--- src/rtl/counter_ctrl_pkg.sv ---
// Shared types for the counter ramp controller: FSM state encoding and
// the step direction encoding used between controller and counter.
package counter_ctrl_pkg;

  typedef enum logic [1:0] {
    RAMP_IDLE,
    RAMP_RUN,
    RAMP_DONE
  } ramp_state_e;

  localparam logic DIR_UP   = 1'b1;
  localparam logic DIR_DOWN = 1'b0;

endpackage

--- src/rtl/updown_sat_counter.sv ---
// Up/down counter that moves one LSB per enabled cycle and saturates
// at 0 and MaxValue instead of wrapping.
module updown_sat_counter
  import counter_ctrl_pkg::*;
#(
  parameter int Width    = 8,
  parameter int MaxValue = 255
) (
  input  logic             clk,
  input  logic             rst,
  input  logic             en,
  input  logic             up,
  output logic [Width-1:0] count
);

  localparam logic [Width-1:0] MAX_V = Width'(MaxValue);

  logic [Width-1:0] count_q, count_d;

  always_comb begin
    count_d = count_q;
    if (en) begin
      if (up == DIR_UP) begin
        if (count_q < MAX_V) count_d = count_q + 1'b1;
      end else begin
        if (count_q != '0) count_d = count_q - 1'b1;
      end
    end
  end

  always_ff @(posedge clk or posedge rst) begin
    if (rst) count_q <= '0;
    else     count_q <= count_d;
  end

  assign count = count_q;

endmodule

--- src/rtl/counter_ramp_ctrl.sv ---
// Ramp sequencer: accepts a target/dwell command and walks the owned
// saturating counter toward the target one LSB per (dwell+1) cycles.
module counter_ramp_ctrl
  import counter_ctrl_pkg::*;
#(
  parameter int Width      = 8,
  parameter int MaxValue   = 255,
  parameter int DwellWidth = 8
) (
  input  logic                  clk,
  input  logic                  rst,
  input  logic                  cmd_valid,
  output logic                  cmd_ready,
  input  logic [Width-1:0]      cmd_target,
  input  logic [DwellWidth-1:0] cmd_dwell,
  input  logic                  abort,
  output logic [Width-1:0]      count,
  output logic                  busy,
  output logic                  done,
  output logic                  aborted,
  output logic                  err_range
);

  localparam logic [Width-1:0] MAX_V = Width'(MaxValue);

  ramp_state_e           state_q, state_d;
  logic [Width-1:0]      tgt_q, tgt_d;
  logic [DwellWidth-1:0] dwell_q, dwell_d;
  logic [DwellWidth-1:0] timer_q, timer_d;
  logic                  cmd_ready_q, cmd_ready_d;
  logic                  busy_q, busy_d;
  logic                  done_q, done_d;
  logic                  aborted_q, aborted_d;
  logic                  err_range_q, err_range_d;
  logic                  step_en;
  logic                  dir;
  logic [Width-1:0]      next_count;

  updown_sat_counter #(
    .Width    (Width),
    .MaxValue (MaxValue)
  ) u_counter (
    .clk   (clk),
    .rst   (rst),
    .en    (step_en),
    .up    (dir),
    .count (count)
  );

  always_comb begin
    state_d     = state_q;
    tgt_d       = tgt_q;
    dwell_d     = dwell_q;
    timer_d     = timer_q;
    err_range_d = 1'b0;
    aborted_d   = 1'b0;
    step_en     = 1'b0;
    dir         = (tgt_q > count) ? DIR_UP : DIR_DOWN;
    next_count  = (dir == DIR_UP) ? count + 1'b1 : count - 1'b1;

    case (state_q)
      RAMP_IDLE: begin
        if (cmd_valid && cmd_ready_q) begin
          // Clamp keeps the ramp from ever driving the counter into saturation.
          tgt_d       = (cmd_target > MAX_V) ? MAX_V : cmd_target;
          err_range_d = (cmd_target > MAX_V);
          dwell_d     = cmd_dwell;
          timer_d     = cmd_dwell;
          state_d     = (tgt_d == count) ? RAMP_DONE : RAMP_RUN;
        end
      end
      RAMP_RUN: begin
        if (abort) begin
          state_d   = RAMP_DONE;
          aborted_d = 1'b1;
        end else if (timer_q != '0) begin
          timer_d = timer_q - 1'b1;
        end else begin
          step_en = 1'b1;
          timer_d = dwell_q;
          if (next_count == tgt_q) state_d = RAMP_DONE;
        end
      end
      RAMP_DONE: state_d = RAMP_IDLE;
      default:   state_d = RAMP_IDLE;
    endcase

    cmd_ready_d = (state_d == RAMP_IDLE);
    busy_d      = (state_d != RAMP_IDLE);
    done_d      = (state_d == RAMP_DONE);
  end

  always_ff @(posedge clk or posedge rst) begin
    if (rst) begin
      state_q     <= RAMP_IDLE;
      tgt_q       <= '0;
      dwell_q     <= '0;
      timer_q     <= '0;
      cmd_ready_q <= 1'b1;
      busy_q      <= 1'b0;
      done_q      <= 1'b0;
      aborted_q   <= 1'b0;
      err_range_q <= 1'b0;
    end else begin
      state_q     <= state_d;
      tgt_q       <= tgt_d;
      dwell_q     <= dwell_d;
      timer_q     <= timer_d;
      cmd_ready_q <= cmd_ready_d;
      busy_q      <= busy_d;
      done_q      <= done_d;
      aborted_q   <= aborted_d;
      err_range_q <= err_range_d;
    end
  end

  assign cmd_ready = cmd_ready_q;
  assign busy      = busy_q;
  assign done      = done_q;
  assign aborted   = aborted_q;
  assign err_range = err_range_q;

endmodule

--- config.mk ---
export PLATFORM = sky130hd
export DESIGN_NAME = counter_ramp_ctrl
export DESIGN_NICKNAME = d
export VERILOG_FILES = /design/src/rtl/counter_ctrl_pkg.sv /design/src/rtl/updown_sat_counter.sv /design/src/rtl/counter_ramp_ctrl.sv
export SDC_FILE = /design/constraint.sdc
export NUM_CORES = 1
export LEC_CHECK = 0
export ABC_AREA = 1
export BUFFER_PORTS_ARGS = -buffer_cell sky130_fd_sc_hd__buf_4
export CORE_MARGIN = 8
export CORE_UTILIZATION = 50
export CTS_CLUSTER_SIZE = 25
export DETAILED_ROUTE_END_ITERATION = 8
export PLACE_DENSITY = 0.71
export SLEW_MARGIN = 20
export SYNTH_ARGS = -nofsm -noshare
export SYNTH_HDL_FRONTEND = slang
export SYNTH_SLANG_ARGS = --single-unit
--- constraint.sdc ---
create_clock -name clk -period 8.2 [get_ports clk]
set_clock_uncertainty 0.2 [all_clocks]
set_input_delay 1.64 -clock clk [delete_from_list [all_inputs] [get_ports clk]]
set_output_delay 1.64 -clock clk [all_outputs]
set_load 0.01 [all_outputs]
==> flow_summary.ini <==
[yosys]
synthDistinctLibCells = 37
syn_inst = 346
synthesis.area_mm2 = 0.00254
yosysMostFrequentCell = nand2_1
yosysTopAreaCell = dfrtp_1
syn_avg_cell_area_um2 = 7.33
synth_top_area_share_pct = 36.5
synthesis.yosys.warnings = 0
async_reset_ff_share_pct = 100
postSynthNetCount = 384
synth_flop_cell = dfrtp_1
post_synthesis_register_bit_count = 38
number_of_enable_type_register_cells_in_the_synthesized_netlist = 0
synth_seq_area_share_pct = 37.5
synthTopCellsByCount = nand2_1, inv_1, dfrtp_1
synth.area.top_cells = dfrtp_1, nand2_1, ha_1, inv_1, nand3_1

[global_route]
grt.overflow.total = 0
globalRouteTotalUtil_pct = 17.4
grt_pass1_wl_um = 10400
vias_in_the_first_global_route = 2262
pin_count_of_the_biggest_net_entering_global_routing = 39
number_of_antenna_violations_at_the_first_check_in_global_routing = 0

[drt]
wirelength_um = 5970
viasPerCell = 5.14
dr.pass1.iters = 4
drtIter0Drc = 89
dr_total_vias = 2309
antenna_violating_nets_post_route = 0
route.detailed.drc = 0
post_drt_wl_per_cell_um = 13.3

[sta]
finalMaxSlewViolations = 0
layout_min_cycle_time_ps = 3510
max_slew_headroom_pct = 50.3
fin_tns_setup_ps = 0
max_freq_mhz = 285
timing_hold_violations_final = 0
timing.final.crit_share_pct = 42.8
grt_setup_unrepaired = no
setup_violations = 0
tightestPinTransition_ps = 742

[critical_path]
critical_path.max_fanout = 10
rr_startpoint = u_counter.count[6]
worst-r2r-setup-slack_ps = 4690
cells_on_worst_reg2reg_path = 20
required_ps = 8230
cp.arrival_ps = 3540
critical_path.endpoint_type = flop
reg2reg_to = state_q[1]
startpoint_type = flop
critical_path_class = reg2reg

[floorplan]
die_width_um = 87.2
design.portCount = 33
die-area_mm2 = 0.00761
placeableCoreArea_mm2 = 0.00501
floorplan.die.height_um = 87.2
std_cell_rows = 26
initial_core_util_pct = 50.6

[placement]
globalplace.congestion = 0.943
port-buffer-count = 31
dpl.cell_count = 441
place_hpwl_um = 4620

[pwr]
power_switching_w = 0.000520
sequentialPowerShare_pct = 30.0
powerDensity_mw_per_mm2 = 369
vdd_ir_drop_max_v = 0.000222
leakagePower_nw = 1.53
clock_power_share_pct = 12.3
power.internal_w = 0.000559
power.share.switching_pct = 48.2
power_frac_comb_pct = 57.6

[clocking]
cts_num_sinks = 38
cts_buffers = 5
cts_hold_repair.buffers = 0
cts-htree-levels = 2
cts-root-to-sink-buffers = 2
postCtsSetupRepairBufs = 0
path_clk_slew_ps = 70
clock_tree_from_tritoncts = built
insertion_delay_to_the_later_sink_of_the_worst_skew_pair_ps = 290
post_cts.resized_instances = 0
clockRootBuffer = clkbuf_8

[min_path]
hp-start = dwell_q[4]
timing.hold.worst_endpoint = dwell_q[4]
hold_path_class = reg2reg
timing.hold.worst_path_depth = 2

[final_layout]
final-instance-count-excl-fill = 449
finish.utilization_pct = 58.3
share_of_cells_above_drive_strength_1_pct = 14.0
area_growth_syn_to_layout_pct = 15.1
finish.net_count = 416
n_antenna_cell = 0

[outcome]
run_status = complete, no violations

[flow_run]
max_cap_viol_count = 0
==> flip-flops by register name, summed over array words and instances (netlist names) <==
signal           flops
aborted              1
busy                 1
cmd_ready            1
done                 1
dwell_q              8
state_q              2
tgt_q                8
timer_q              8
u_counter.count      8
==> per-layer routing <==
metal | global-route usage, % | share of wire (%)
met3 | 3.77 | 5.4
met5 | 0 | 0
met2 | 29.1 | 49
met1 | 21.2 | 44
met4 | 7.19 | 1.9
==> metrics by stage <==
stage	setup WS, ps	instance area [um2]	hold slack, ps	total power, W
2_1_floorplan	5110	2540	237	0.000791
3_3_place_gp	4610	2830	250	0.000933
3_5_place_dp	4580	2830	256	0.000946
4_1_cts	4680	2920	272	0.00108
5_1_grt	4320	2920	300	0.00121
6_report	4690	2920	268	0.00108
==> critical path, stage by stage (launching register included) <==
cell and delay, ps:
dfrtp_1 500, inv_1 120, ha_1 300, nand2_1 60, nor2_1 150, nand4_1 120, nand2_1 330, inv_1 130
fa_1 540, o21bai_1 80, nor2_1 120, nand2_2 70, nor2_2 80, nand3_1 80, nor2_1 110, nand2_1 70
nor2_2 70, nand3_1 90, nand2_1 70, nand2_1 60, nand2_1 90
==> cells in the final DEF, fill, tap and decap left out, drive strengths merged <==
| master | instances |
|---|---|
| o22ai | 1 |
| clkbuf | 7 |
| nand2 | 109 |
| a31oi | 5 |
| fa | 1 |
| o21ai | 22 |
| nor4 | 5 |
| xnor2 | 3 |
| nand3b | 7 |
| dfrtp | 37 |
| conb | 1 |
| nor4b | 1 |
| nor3 | 2 |
| xor2 | 5 |
| o211ai | 3 |
| ha | 17 |
| inv | 40 |
| buf | 33 |
| or2 | 2 |
| a21oi | 19 |
| a31o | 1 |
| nand3 | 20 |
| o21bai | 1 |
| clkinv | 2 |
| dfstp | 1 |
| nor2 | 30 |
| a21o | 1 |
| nand4 | 3 |
==> kinds of logic (layout without fill, tap and decap cells) <==
| group | count (synthesis) | after routing | synth area share [%] |
|---|---|---|---|
| DFF | 38 | 38 | 37.5 |
| AOI/OAI and AO/OA | 53 | 53 | 11.5 |
| xor gates and xnor gates | 8 | 8 | 2.76 |
| other | 1 | 1 | 0.148 |
| and+or+nand+nor | 179 | 179 | 30.9 |
| adders and majority gates | 18 | 18 | 9.18 |
| buffers and inverters | 49 | 82 | 7.94 |
==> worst max path at each step <==
| stage | slack (ps) | start | cells past startpoint | end |
|---|---|---|---|---|
| floorplan | 5110 | u_counter.count[7] | 19 | state_q[0] |
| global placement | 4610 | cmd_valid | 9 | timer_q[3] |
| detailed placement | 4580 | cmd_valid | 9 | timer_q[3] |
| CTS | 4680 | u_counter.count[6] | 21 | state_q[1] |
| global route | 4320 | u_counter.count[1] | 24 | done |
| finish | 4690 | u_counter.count[6] | 20 | state_q[1] |
==> cell type report <==
cell class / instances / area [um2]
multi-input combinational: 259 / 1390
timing repair buffer: 33 / 248
clock buffer: 7 / 86.3
inverter: 41 / 154
clock inverter: 1 / 5.00
tap: 70 / 87.6
sequential: 38 / 952
fill: 492 / 2090
==> power groups by stage <==
| stage | clock network (W) | logic [W] | registers [W] |
|---|---|---|---|
| 3_3_place_gp | 0 | 0.000608 | 0.000325 |
| 2_1_floorplan | 0 | 0.000481 | 0.000311 |
| 4_1_cts | 0.000135 | 0.000624 | 0.000323 |
| 3_5_place_dp | 0 | 0.000619 | 0.000327 |
| 6_report | 0.000133 | 0.000622 | 0.000324 |
| 5_1_grt | 0.000145 | 0.000728 | 0.000332 |
Power figures use the tool's default switching activity.
